## src/rtl/pwm_duty_gen4.sv

```systemverilog
`default_nettype none
// ============================================================================
// pwm_duty_gen4 : 16-step PWM; handshaked duty is swapped in only at period
//                 boundaries. Optional PWM_SEG_EN adds the seg_duty display.
// Revision      : 1.0
// ============================================================================
module pwm_duty_gen4 #(
  parameter int PRESC_DIV = 50000
) (
  input  logic       clk,
  input  logic       rst,
  input  logic       en,
  input  logic [3:0] duty_in,
  input  logic       borrow_in,
  input  logic       duty_valid,
  output logic       duty_ready,
  output logic [3:0] duty_act,
  output logic       pwm_out,
  output logic       period_start,
`ifdef PWM_SEG_EN
  output logic [6:0] seg_duty,
`endif
  output logic       err_underflow
);

  localparam int                   c_presc_w   = $clog2(PRESC_DIV);
  localparam logic [c_presc_w-1:0] c_presc_max = c_presc_w'(PRESC_DIV - 1);
  localparam logic [c_presc_w-1:0] c_presc_one = c_presc_w'(1);

  typedef enum logic [0:0] {
    IDLE = 1'b0,
    RUN  = 1'b1
  } state_t;

  state_t               state_q, state_d;
  logic [3:0]           cnt_q, cnt_d;
  logic [c_presc_w-1:0] presc_q, presc_d;
  logic                 pend_q, pend_d;
  logic [3:0]           pend_val_q, pend_val_d;
  logic [3:0]           duty_act_q, duty_act_d;
  logic                 period_start_q, period_start_d;
  logic                 err_q, err_d;
  logic                 tick;

  assign tick = (state_q == RUN) && (presc_q == c_presc_max);

  always_comb begin
    state_d        = state_q;
    cnt_d          = cnt_q;
    presc_d        = presc_q;
    pend_d         = pend_q;
    pend_val_d     = pend_val_q;
    duty_act_d     = duty_act_q;
    period_start_d = 1'b0;
    err_d          = err_q;

    // A transfer can only happen with pend_q=0, so it never races a swap.
    if (duty_valid && !pend_q) begin
      pend_d     = 1'b1;
      pend_val_d = borrow_in ? 4'd0 : duty_in;
      if (borrow_in) begin
        err_d = 1'b1;
      end
    end

    case (state_q)
      IDLE: begin
        cnt_d   = 4'd0;
        presc_d = '0;
        if (en) begin
          state_d        = RUN;
          period_start_d = 1'b1;
          if (pend_q) begin
            duty_act_d = pend_val_q;
            pend_d     = 1'b0;
          end
        end
      end
      default: begin
        if (!en) begin
          state_d = IDLE;
          cnt_d   = 4'd0;
          presc_d = '0;
        end else if (tick) begin
          presc_d = '0;
          cnt_d   = cnt_q + 4'd1;
          if (cnt_q == 4'd15) begin
            period_start_d = 1'b1;
            if (pend_q) begin
              duty_act_d = pend_val_q;
              pend_d     = 1'b0;
            end
          end
        end else begin
          presc_d = presc_q + c_presc_one;
        end
      end
    endcase
  end

  always_ff @(posedge clk) begin
    if (rst) begin
      state_q        <= IDLE;
      cnt_q          <= 4'd0;
      presc_q        <= '0;
      pend_q         <= 1'b0;
      pend_val_q     <= 4'd0;
      duty_act_q     <= 4'd0;
      period_start_q <= 1'b0;
      err_q          <= 1'b0;
    end else begin
      state_q        <= state_d;
      cnt_q          <= cnt_d;
      presc_q        <= presc_d;
      pend_q         <= pend_d;
      pend_val_q     <= pend_val_d;
      duty_act_q     <= duty_act_d;
      period_start_q <= period_start_d;
      err_q          <= err_d;
    end
  end

  assign duty_ready    = !pend_q;
  assign duty_act      = duty_act_q;
  assign period_start  = period_start_q;
  assign err_underflow = err_q;
  assign pwm_out       = (state_q == RUN) && (cnt_q < duty_act_q);

`ifdef PWM_SEG_EN
  // Active-low, segment order {g,f,e,d,c,b,a}.
  always_comb begin
    seg_duty = 7'b1111111;
    case (duty_act_q)
      4'h0: seg_duty = 7'b1000000;
      4'h1: seg_duty = 7'b1111001;
      4'h2: seg_duty = 7'b0100100;
      4'h3: seg_duty = 7'b0110000;
      4'h4: seg_duty = 7'b0011001;
      4'h5: seg_duty = 7'b0010010;
      4'h6: seg_duty = 7'b0000010;
      4'h7: seg_duty = 7'b1111000;
      4'h8: seg_duty = 7'b0000000;
      4'h9: seg_duty = 7'b0010000;
      4'hA: seg_duty = 7'b0001000;
      4'hB: seg_duty = 7'b0000011;
      4'hC: seg_duty = 7'b1000110;
      4'hD: seg_duty = 7'b0100001;
      4'hE: seg_duty = 7'b0000110;
      default: seg_duty = 7'b0001110;
    endcase
  end
`endif

endmodule
`default_nettype wire
```

## config.mk

```make
export PLATFORM = sky130hd
export DESIGN_NAME = pwm_duty_gen4
export DESIGN_NICKNAME = d
export VERILOG_FILES = /design/src/rtl/pwm_duty_gen4.sv
export SDC_FILE = /design/constraint.sdc
export NUM_CORES = 1
export LEC_CHECK = 0
export BUFFER_PORTS_ARGS = -buffer_cell sky130_fd_sc_hd__buf_4
export CAP_MARGIN = 40
export CORE_MARGIN = 3
export CORE_UTILIZATION = 56
export DETAILED_ROUTE_END_ITERATION = 12
export PLACE_DENSITY = 0.77
export SYNTH_ARGS = -nofsm -noshare
export SYNTH_HDL_FRONTEND = slang
export SYNTH_SLANG_ARGS = --single-unit
```

## constraint.sdc

```tcl
create_clock -name clk -period 2.3 [get_ports clk]
set_input_delay 0 -clock clk [delete_from_list [all_inputs] [get_ports clk]]
set_output_delay 0 -clock clk [all_outputs]
set_load 0.1 [all_outputs]
```

==> flow_summary.json, run 1 <==
{
  "p_clk_share_pct": 30.9,
  "fin_tns_setup_ns": 0,
  "synth_edf_count": 0,
  "p_int_uw": 715,
  "syn2layout_area_growth_pct": 24.1,
  "relSlewSlack_pct": 77.0,
  "syn_area_per_cell_um2": 8.98,
  "synth_nets": 175,
  "rsz0062_at_grt": "no",
  "cts_tree": "done",
  "final_cells": 223,
  "finalWorstSetupSlack_ns": 0.209,
  "globalRouteOverflowTotal": 0,
  "clock_latency_ns": 0.34,
  "powerDensity_mw_per_mm2": 539,
  "placed_area_mm2": 0.00163,
  "core_area_mm2": 0.00234,
  "syn_area_mm2": 0.00145,
  "drc_errors": 0,
  "async_flop_share_pct": 0,
  "busiest_layer": "met2",
  "worstPathMaxFanout": 9,
  "synth_seq_cells": 32,
  "ys_warn_count": 0,
  "wl_per_cell_um": 14.0,
  "first_global_vias": 1206,
  "slowest_stage": "or4_4",
  "rows": 17,
  "grt_max_degree": 17,
  "yosysSeqAreaShare_pct": 44.3,
  "drtIter0Drc": 40,
  "place_ws_ns": 0.0726,
  "initial_core_util_pct": 61.8,
  "die_y_um": 56.8,
  "crit_type": "flip-flop to flip-flop",
  "slew_violations": 0,
  "met1_usage_pct": 24.9,
  "cts_setup_buffers": 0,
  "dp_hpwl_mm": 2.07,
  "fin_nets": 209,
  "drtPass1Iterations": 4,
  "synth_area_leaders": "dfxtp_1, nor2_1, ha_1",
  "critPathCaptureType": "flip-flop",
  "routed_wirelength_mm": 3.12,
  "grt.met2_usage_pct": 37.0,
  "port_buffers": 16,
  "vias": 1224,
  "die-area_mm2": 0.00323,
  "fin_area_mm2": 0.00180,
  "worst_pin_slew_ns": 0.344,
  "antenna-diode-count": 0,
  "die_width_um": 56.8,
  "reg2reg_slack_ns": 0.21,
  "regArea_um2": 641,
  "cellLeakagePower_uw": 0.000620,
  "cts.sinks": 32,
  "synthCells": 161,
  "synth_area_leader_cell": "dfxtp_1",
  "ios": 17,
  "gp_congestion": 0.853,
  "worstPathArrival_ns": 2.37,
  "crit_path_start_kind": "flip-flop",
  "swShare_pct": 26.1,
  "setup_violations": 0,
  "nFillCells": 177,
  "final_common_cell": "dfxtp_1",
  "antenna_found_initial": 0,
  "synth_top_area_share_pct": 44.3,
  "gr-usage-met3_pct": 5.06,
  "cp.required_ns": 2.58,
  "path_clk_slew_ns": 0.10,
  "clock_skew_ns": 0.0151,
  "grtUsageTotal_pct": 21.8,
  "fin_crit_sh_pct": 90.9,
  "crit_chain": "or4b_1 -> or4_4 -> or3_1 -> a21oi_1",
  "critical_path.max_stage_delay_ns": 0.62,
  "htreeDepth": 2,
  "ant_nets": 0,
  "hp-class": "input pin to flip-flop",
  "drive_above_1_share_pct": 16.4,
  "irDropWorstVdd_mv": 0.428,
  "vias_per_cell": 5.49,
  "synth-main-ff-cell": "dfxtp_1",
  "fin_crit_ns": 2.09,
  "cts_root_buffer": "clkbuf_4",
  "multi_input_area_um2": 774,
  "outcome": "completed",
  "dp_cells": 205,
  "yosysUniqueCellTypes": 35,
  "comb_power_share_pct": 10.3,
  "clock_path_buffers": 2,
  "power.switching_uw": 253,
  "p_seq_share_pct": 58.8,
  "numCtsBuffers": 5,
  "final_cell_mix": "dfxtp_1, nor2_1, buf_4",
  "max_cap_violations": 0,
  "finalHoldViolCount": 0,
  "grt_first_pass_wirelength_mm": 5.35,
  "fmax_mhz": 478
}
==> flip-flops by register name (all words and copies together) (netlist names) <==
signal	count
duty_act	4
presc_q	16
err_underflow	1
pend_val_q	4
period_start	1
state_q	1
pend_q	1
cnt_q	4
==> cells in the mapped netlist (all sizes together) (4+ instances only) <==
master,instances
xor2,6
nor2,19
inv,9
nand2b,10
ha,5
a21oi,10
nand3b,4
dfxtp,32
xnor2,7
or3,4
nand3,6
mux2i,5
nand4,5
nor3,4
nand2,10
==> metal layers <==
metal | up-vias | routed length [µm]
met2 | 23 | 1610
li1 | 624 | -
met4 | 0 | 99
met5 | - | 0
met1 | 564 | 1310
met3 | 13 | 108
==> critical path, delay by kind of cell (launching register included) <==
| family | cells | cell delay, ns |
|---|---|---|
| flip-flops | 1 | 0.37 |
| AND/OR/NAND/NOR | 3 | 1.52 |
| AO/OA/AOI/OAI | 1 | 0.14 |
==> power by group through the flow <==
stage | Combinational, µW | Clock (µW) | Sequential (µW)
after floorplan | 38.2 | 0 | 599
after global placement | 82.8 | 0 | 580
after detailed placement | 84.3 | 0 | 581
after CTS | 97.7 | 309 | 568
after global routing | 106 | 331 | 570
final | 99.9 | 299 | 569
==> through the flow <==
step | power, µW | utilization, % | hold slack [ns]
after CTS | 975 | 76.3 | 0.443
after global routing | 1010 | 76.7 | 0.461
after global placement | 663 | 69.6 | 0.259
after floorplan | 637 | - | 0.102
after detailed placement | 665 | 69.6 | 0.266
final | 968 | 76.7 | 0.461
==> logic make-up (layout without fill, tap and decap cells) <==
group / Yosys count / after routing / share of synthesized area [%]
AOI/OAI and AO/OA: 18 / 18 / 7.53
and+or+nand+nor: 76 / 76 / 28.8
xor gates and xnor gates: 13 / 13 / 7.87
muxes: 5 / 5 / 3.46
DFF: 32 / 32 / 44.3
buffers and inverters: 12 / 46 / 3.72
adders and majority gates: 5 / 5 / 4.33
==> area by class of cell <==
class / instances / area share, %
Clock inverter: 1 / 0.279
Sequential cell: 32 / 35.7
Clock buffer: 6 / 2.30
Tap cell: 28 / 1.95
Multi-Input combinational cell: 117 / 43.1
Timing Repair Buffer: 30 / 14.8
Inverter: 9 / 1.88
==> what timing repair did <==
action	CTS	global route
hold buffers	11	0
hold endpoints to repair	7	0
resized for setup	0	2
setup endpoints to repair	0	4
==> path summary, 6_finish.rpt <==
| path | startpoint | cells after the start | endpoint |
|---|---|---|---|
| max | presc_q[4] | 4 | cnt_q[3] |
| min | rst | 3 | pend_val_q[0] |
| max reg2reg | presc_q[4] | 4 | cnt_q[3] |
| min reg2reg | pend_val_q[2] | 2 | pend_val_q[2] |
Note: power is estimated with default switching activity, not from simulation.
==> run 2, diff against run 1 <==
PLACE_DENSITY = unset   (was 0.77)
PLACE_DENSITY_LB_ADDON = 0.08   (was unset)
==> run 2 against run 1 <==
  * Combinational power down 0.4%
  * Critical path depth unchanged
  * Largest cell class unchanged
  * Hold slack better by 0.0087 ns
  * Global-route usage down 0.54 points
  * Die area unchanged
  * Clock power up 9.7%
  * Total power up 2.8%
  * Worst setup slack worse by 0.11 ns
  * Clock skew down 0.0041 ns
  * First-iteration DRC count down 10%
  * Fmax down 5.0%
==> flow_summary.json, run 2 (synthesis gave the netlist of run 1 again) <==
{
  "holdWs_ns": 0.470,
  "slowest_stage": "or4_1",
  "path_clk_slew_ns": 0.10,
  "gp_congestion": 0.858,
  "drtIter0Drc": 36,
  "clock_path_buffers": 2,
  "rsz0062_at_grt": "no",
  "crit_path_start_kind": "flip-flop",
  "vias_per_cell": 5.46,
  "largest_register": "presc_q",
  "fin_nets": 209,
  "swShare_pct": 24.3,
  "grt_max_degree": 17,
  "fin_crit_ns": 2.20,
  "ios": 17,
  "antenna-diode-count": 0,
  "numCtsBuffers": 5,
  "die-area_mm2": 0.00323,
  "fin_crit_sh_pct": 95.7,
  "outcome": "completed",
  "clock_latency_ns": 0.32,
  "setup_violations": 0,
  "syn2layout_area_growth_pct": 24.7,
  "initial_core_util_pct": 61.8,
  "cts_root_buffer": "clkbuf_4",
  "powerDensity_mw_per_mm2": 552,
  "globalRouteOverflowTotal": 0,
  "finalWorstSetupSlack_ns": 0.0993,
  "rows": 17,
  "p_int_uw": 753,
  "clock_skew_ns": 0.0110,
  "worstPathMaxFanout": 9,
  "vias": 1224,
  "die_width_um": 56.8,
  "core_area_mm2": 0.00234,
  "highest-signal-layer": "met4",
  "finalHoldViolCount": 0,
  "wl_per_cell_um": 13.3,
  "drc_errors": 0,
  "comb_power_share_pct": 10.0,
  "fin_tns_setup_ns": 0,
  "relSlewSlack_pct": 74.2,
  "drtPass1Iterations": 4,
  "final_common_cell": "dfxtp_1",
  "wl_met3_um": 78,
  "p_seq_share_pct": 57.1,
  "grtUsageTotal_pct": 21.2,
  "cts_setup_buffers": 0,
  "cts_tree": "done",
  "crit_type": "flip-flop to flip-flop",
  "nFillCells": 178,
  "cp.required_ns": 2.56,
  "finish.utilization_pct": 77.1,
  "crit_chain": "or4b_1 -> or4_1 -> or3_1 -> a21oi_1",
  "critPathCaptureType": "flip-flop",
  "routed_wirelength_mm": 2.99,
  "ant_nets": 0,
  "place_ws_ns": 0.0985,
  "dr_wl_met2_mm": 1.51,
  "dp_hpwl_mm": 2.10,
  "hold_depth": 2,
  "critical_path.max_stage_delay_ns": 0.72,
  "die_y_um": 56.8,
  "fmax_mhz": 454,
  "grt_first_pass_wirelength_mm": 5.51,
  "worst_pin_slew_ns": 0.384,
  "power.switching_uw": 242,
  "rr_worst_depth": 4,
  "irDropWorstVdd_mv": 0.425,
  "htreeDepth": 2,
  "cellLeakagePower_uw": 0.000623,
  "antenna_found_initial": 0,
  "first_global_vias": 1268,
  "drive_above_1_share_pct": 15.8,
  "largest_register_ff_count": 16,
  "met1_length_mm": 1.34,
  "port_buffers": 16,
  "final_cell_mix": "dfxtp_1, nor2_1, buf_4",
  "slew_violations": 0,
  "worstPathArrival_ns": 2.46,
  "cts.sinks": 32,
  "max_cap_violations": 0,
  "hp-class": "flip-flop to flip-flop",
  "p_clk_share_pct": 32.9
}
-- run 2: power by group through the flow --
stage	Combinational [µW]	Sequential, µW	Clock, µW
2_1_floorplan	38.2	599	0
3_3_place_gp	82.8	580	0
3_5_place_dp	84.3	581	0
4_1_cts	97.9	568	338
5_1_grt	106	569	362
6_report	99.5	568	328
-- run 2: layout make-up --
type                            instances  area, µm²  area share [%]
Multi-Input combinational cell        117        771            42.7
Inverter                                9       33.8            1.87
Tap cell                               28       35.0            1.94
Sequential cell                        32        641            35.5
Timing Repair Buffer                   30        265            14.7
Clock buffer                            8       58.8            3.26
-- run 2: worst max-delay path: cells and delay by family (launching register included) --
| family | cells | cell delay [ns] |
|---|---|---|
| simple gates | 3 | 1.64 |
| compound gates | 1 | 0.14 |
| flops | 1 | 0.36 |
-- run 2: worst paths after layout --
check                      from  slack (ns)             to
setup / recovery     presc_q[4]         0.1       cnt_q[3]
hold / removal    pend_val_q[3]        0.47  pend_val_q[3]
setup reg to reg     presc_q[4]         0.1       cnt_q[3]
hold reg to reg   pend_val_q[3]        0.47  pend_val_q[3]
-- run 2: stage by stage --
| stage | total power (µW) | cell area [µm²] | instances |
|---|---|---|---|
| after floorplan | 637 | 1460 | 161 |
| after CTS | 1000 | 1800 | 224 |
| after global routing | 1040 | 1800 | 224 |
| after global placement | 663 | 1630 | 205 |
| after detailed placement | 665 | 1630 | 205 |
| final | 995 | 1800 | 224 |
-- run 2: repair_timing --
item / 4_1_cts / 5_1_grt
endpoints found under the hold margin: 7 / 0
endpoints found under the setup margin: 0 / 3
gates resized for setup: 0 / 1
hold buffers: 11 / 0
-- run 2: per-layer routing --
| metal | global-route usage, % | vias up |
|---|---|---|
| met5 | 0 | - |
| met3 | 4.83 | 5 |
| li1 | - | 621 |
| met2 | 37.0 | 15 |
| met4 | 6.95 | 0 |
| met1 | 25.6 | 583 |
